**src/rtl/risc_control_unit.sv**
```systemverilog
// Decode-stage control unit for the 16-bit RISC pipeline; registered outputs form the decode/execute register.
// Optional feature: define CU_INTERRUPT_EN to decode SYS (opcode 0x7) into IEN/IOF/RTI strobes.
module risc_control_unit (
    input  logic        clk,
    input  logic        rst,
    input  logic [15:0] IR,
    output logic [2:0]  reg_read_adr1_d,
    output logic [2:0]  reg_read_adr2_d,
    output logic [2:0]  reg_write_adr_d,
    output logic        reg_write_d,
    output logic        ALU_source2_d,
    output logic [7:0]  ALU_con_d,
    output logic [15:0] offset_register_d,
    output logic        mem_write_d,
    output logic        mem_to_reg_d,
    output logic        branch_d,
    output logic [3:0]  branch_condition_d,
    output logic        IEN_d,
    output logic        IOF_d,
    output logic        RTI_d
);

    localparam int unsigned RegAw  = 3;
    localparam int unsigned DataW  = 16;
    localparam int unsigned AluW   = 8;
    localparam int unsigned CondW  = 4;

    localparam logic [3:0] OpNop  = 4'h0;
    localparam logic [3:0] OpAlu  = 4'h1;
    localparam logic [3:0] OpAddi = 4'h2;
    localparam logic [3:0] OpLdi  = 4'h3;
    localparam logic [3:0] OpLd   = 4'h4;
    localparam logic [3:0] OpSt   = 4'h5;
    localparam logic [3:0] OpBr   = 4'h6;
    localparam logic [3:0] OpSys  = 4'h7;

    localparam logic [AluW-1:0] AluAdd   = 8'h01;
    localparam logic [AluW-1:0] AluPassB = 8'h80;

    typedef struct packed {
        logic [RegAw-1:0] ra1;
        logic [RegAw-1:0] ra2;
        logic [RegAw-1:0] wa;
        logic             rw;
        logic             src2;
        logic [AluW-1:0]  alu;
        logic [DataW-1:0] off;
        logic             mw;
        logic             m2r;
        logic             br;
        logic [CondW-1:0] bc;
        logic             ien;
        logic             iof;
        logic             rti;
    } ctrl_t;

    ctrl_t ctrl_d;
    ctrl_t ctrl_q;

    logic [DataW-1:0] imm6_sext;
    logic [DataW-1:0] imm8_sext;
    logic [DataW-1:0] imm9_sext;

    assign imm6_sext = {{10{IR[5]}}, IR[5:0]};
    assign imm8_sext = {{8{IR[7]}},  IR[7:0]};
    assign imm9_sext = {{7{IR[8]}},  IR[8:0]};

    // Instruction decode; anything not assigned for an opcode stays zero.
    always_comb begin
        ctrl_d = '0;
        case (IR[15:12])
            OpAlu: begin
                ctrl_d.wa   = IR[11:9];
                ctrl_d.ra1  = IR[8:6];
                ctrl_d.ra2  = IR[5:3];
                ctrl_d.alu  = AluW'(8'h01 << IR[2:0]);
                ctrl_d.rw   = 1'b1;
            end
            OpAddi: begin
                ctrl_d.wa   = IR[11:9];
                ctrl_d.ra1  = IR[8:6];
                ctrl_d.off  = imm6_sext;
                ctrl_d.alu  = AluAdd;
                ctrl_d.src2 = 1'b1;
                ctrl_d.rw   = 1'b1;
            end
            OpLdi: begin
                ctrl_d.wa   = IR[11:9];
                ctrl_d.off  = imm9_sext;
                ctrl_d.alu  = AluPassB;
                ctrl_d.src2 = 1'b1;
                ctrl_d.rw   = 1'b1;
            end
            OpLd: begin
                ctrl_d.wa   = IR[11:9];
                ctrl_d.ra1  = IR[8:6];
                ctrl_d.off  = imm6_sext;
                ctrl_d.alu  = AluAdd;
                ctrl_d.src2 = 1'b1;
                ctrl_d.rw   = 1'b1;
                ctrl_d.m2r  = 1'b1;
            end
            OpSt: begin
                ctrl_d.ra2  = IR[11:9];
                ctrl_d.ra1  = IR[8:6];
                ctrl_d.off  = imm6_sext;
                ctrl_d.alu  = AluAdd;
                ctrl_d.src2 = 1'b1;
                ctrl_d.mw   = 1'b1;
            end
            OpBr: begin
                ctrl_d.br   = 1'b1;
                ctrl_d.bc   = IR[11:8];
                ctrl_d.off  = imm8_sext;
            end
`ifdef CU_INTERRUPT_EN
            OpSys: begin
                ctrl_d.ien  = (IR[1:0] == 2'b01);
                ctrl_d.iof  = (IR[1:0] == 2'b10);
                ctrl_d.rti  = (IR[1:0] == 2'b11);
            end
`else
            OpSys: ;
`endif
            OpNop: ;
            default: ;
        endcase
    end

    always_ff @(posedge clk or posedge rst) begin
        if (rst) begin
            ctrl_q <= '0;
        end else begin
            ctrl_q <= ctrl_d;
        end
    end

    assign reg_read_adr1_d    = ctrl_q.ra1;
    assign reg_read_adr2_d    = ctrl_q.ra2;
    assign reg_write_adr_d    = ctrl_q.wa;
    assign reg_write_d        = ctrl_q.rw;
    assign ALU_source2_d      = ctrl_q.src2;
    assign ALU_con_d          = ctrl_q.alu;
    assign offset_register_d  = ctrl_q.off;
    assign mem_write_d        = ctrl_q.mw;
    assign mem_to_reg_d       = ctrl_q.m2r;
    assign branch_d           = ctrl_q.br;
    assign branch_condition_d = ctrl_q.bc;
    assign IEN_d              = ctrl_q.ien;
    assign IOF_d              = ctrl_q.iof;
    assign RTI_d              = ctrl_q.rti;

endmodule

```
**config.mk**
```make
export PLATFORM = sky130hd
export DESIGN_NAME = risc_control_unit
export DESIGN_NICKNAME = d
export VERILOG_FILES = /design/src/rtl/risc_control_unit.sv
export SDC_FILE = /design/constraint.sdc
export NUM_CORES = 1
export LEC_CHECK = 0
export ABC_AREA = 1
export BUFFER_PORTS_ARGS = -buffer_cell sky130_fd_sc_hd__buf_2
export CORE_MARGIN = 1.5
export CORE_UTILIZATION = 30
export DETAILED_ROUTE_END_ITERATION = 7
export PLACE_DENSITY = 0.52
export SLEW_MARGIN = 10
export SYNTH_ARGS = -nofsm -noshare
export SYNTH_HDL_FRONTEND = slang
export SYNTH_SLANG_ARGS = --single-unit
```
**constraint.sdc**
```tcl
create_clock -name clk -period 1.2 [get_ports clk]
set_input_delay 0.12 -clock clk [delete_from_list [all_inputs] [get_ports clk]]
set_output_delay 0.12 -clock clk [all_outputs]
set_load 0.03 [all_outputs]
```
==> impl_metrics.ini <==
[placement]
place_congestion = 0.774
post-dp-hpwl_mm = 2.06
dp.cells = 238
pre_cts_ws_ns = 0.226
portBuffers = 59

[clocking]
cts.htree.levels = 2
cts_setup_buffers = 0
clkSinkCount = 35
clockBufferDepth = 2
cts_resized = 0
cts_buffers = 5
hold_buffers = 1
cts_root_buf = clkbuf_8
path_clk_slew_ns = 0.07
cts_tree = done

[critical_path]
path_delay_family = flip-flops
required_ns = 1.08
cpMaxStageDelayCell = dfrtp_1
arrival_ns = 0.92
crit_type = register to output port
max_stage_delay_ns = 0.41
start_kind = register
worstPathBufferInverterCount = 1
crit_chain = buf_2
cp_max_fo = 8
end_kind = output port

[sta]
fin_crit_sh = 0.865
fmax_mhz = 963
rsz0062_at_grt = false
layout_min_cycle_time_ns = 1.04
slew_violations = 0
layout_setup_ws_ns = 0.162
setup_tns_ns = 0
hold_viol = 0
setup_viol_count_final = 0

[global_routing]
grt_pass1_vias = 1076
grt_max_degree = 36
grt_use_total = 0.125
antenna_found_initial = 0
grt_pass1_wl_mm = 4.77
overflow = 0

[synthesis]
yosysWarnings = 0
yosys-top-cells-area = dfrtp_1 (64%), nand2_1 (7.1%), buf_4 (5.5%), nor2_1 (4.9%), inv_1 (4.7%)
yosys.area.top_type = dfrtp_1
synth_area_per_cell_um2 = 10.2
yosysUniqueCellTypes = 14
synth_top_area_frac = 0.642
synth-seq-cells = 35
synth-seq-area-share = 0.642
syn-instance-count = 134
syn_area_um2 = 1370

[status]
run_status = completed

[route]
ant_nets = 0
routedWlPerCell_um = 11.1
vias_per_cell = 4.16
wl_mm = 2.75
routed-via-count = 1027
initialDrtViolationCount = 81
drc = 0
dr.pass1.iters = 4

[power_and_ir_drop]
vdd_ir_drop_max_uv = 496
leakage_uw = 0.00110
total_power_uw = 2680
power.density_nw_per_um2 = 1500

[min_path]
hold_path_startpoint = IR[6]
worstHoldEndpoint = reg_read_adr1_d[0]
hp-class = input port to register
hold_path_depth = 3

[finish]
insertedDiodeCount = 0
drive_gt1_frac = 0.415
fin_nets = 212
area_delta_synth_final_pct = 31.3
finalNonFillerCells = 247

[floorplan]
die_h_um = 70.5
io_pins = 63
row_count = 24
die_x_um = 70.5
coreArea_um2 = 4350
die_area_um2 = 4960
initial_core_util = 0.314

[job]
cap_violations = 0
[per-stage QoR]
stage	hold slack, ns	util	area (µm²)
2_1_floorplan	0.224	-	1370
3_3_place_gp	0.240	0.382	1670
3_5_place_dp	0.243	0.382	1670
4_1_cts	0.0466	0.412	1790
5_1_grt	0.0609	0.412	1790
6_report	0.0459	0.412	1790
[registers in the layout (all words and copies together) (netlist names)]
name                flops
reg_write_d             1
reg_read_adr2_d         3
offset_register_d       9
branch_d                1
reg_write_adr_d         3
branch_condition_d      4
ALU_con_d               8
ALU_source2_d           1
mem_write_d             1
reg_read_adr1_d         3
mem_to_reg_d            1
[metal layers]
layer  up-vias  share of wire  GRT usage
li1        509              -          -
met1       470           0.42      0.152
met2        45           0.48      0.199
met3         3          0.080     0.0375
met4         0          0.011     0.0684
met5         -              0          0
[Yosys cell counts]
| master | count |
|---|---|
| nand3_2 | 3 |
| nand4_1 | 1 |
| conb_1 | 1 |
| nand3_1 | 4 |
| a21oi_1 | 3 |
| nand2_2 | 2 |
| inv_1 | 17 |
| dfrtp_1 | 35 |
| o21ai_0 | 6 |
| inv_2 | 3 |
| buf_4 | 10 |
| nand2_1 | 26 |
| nor2_4 | 5 |
| nor2_1 | 18 |
[report_power, final]
group,total (µW),internal [µW],switching (µW)
registers,1240,1220,13.5
clock network,1080,672,411
logic,364,94.0,270
total,2680,1990,695
[cell type report]
cell class                 count  area [µm²]
fill                         442        2560
sequential                    35         876
multi-input combinational     71         347
timing repair buffer          61         313
clock buffer                   6        82.6
inverter                      20        75.1
tap                           52        65.1
clock inverter                 2        35.0
[worst max path at each step]
stage,endpoint,startpoint,slack (ns),cells past startpoint
final,offset_register_d[12],offset_register_d[14],0.16,1
after global routing,offset_register_d[10],offset_register_d[14],0.11,1
after CTS,offset_register_d[13],offset_register_d[14],0.14,1
after detailed placement,ALU_con_d[1],IR[14],0.23,6
after global placement,ALU_con_d[1],IR[14],0.24,6
after floorplan,offset_register_d[10],offset_register_d[14],0.27,1
[cells by family after synthesis]
logic type,count (synthesis),share of synthesized area
buffers and inverters,30,0.110
AND/OR/NAND/NOR,59,0.213
other,1,0.00275
AO/OA/AOI/OAI,9,0.0330
flip-flops,35,0.642
[placed cells by master, fill, tap and decap left out, drive strengths merged]
| master | count |
|---|---|
| a21oi | 3 |
| buf | 60 |
| bufinv | 1 |
| clkbuf | 6 |
| clkinv | 1 |
| conb | 3 |
| dfrtp | 35 |
| dlygate4sd3 | 1 |
| inv | 20 |
| nand2 | 28 |
| nand3 | 7 |
| nand4 | 1 |
| nor2 | 23 |
| o21ai | 6 |
Power figures use the tool's default switching activity.
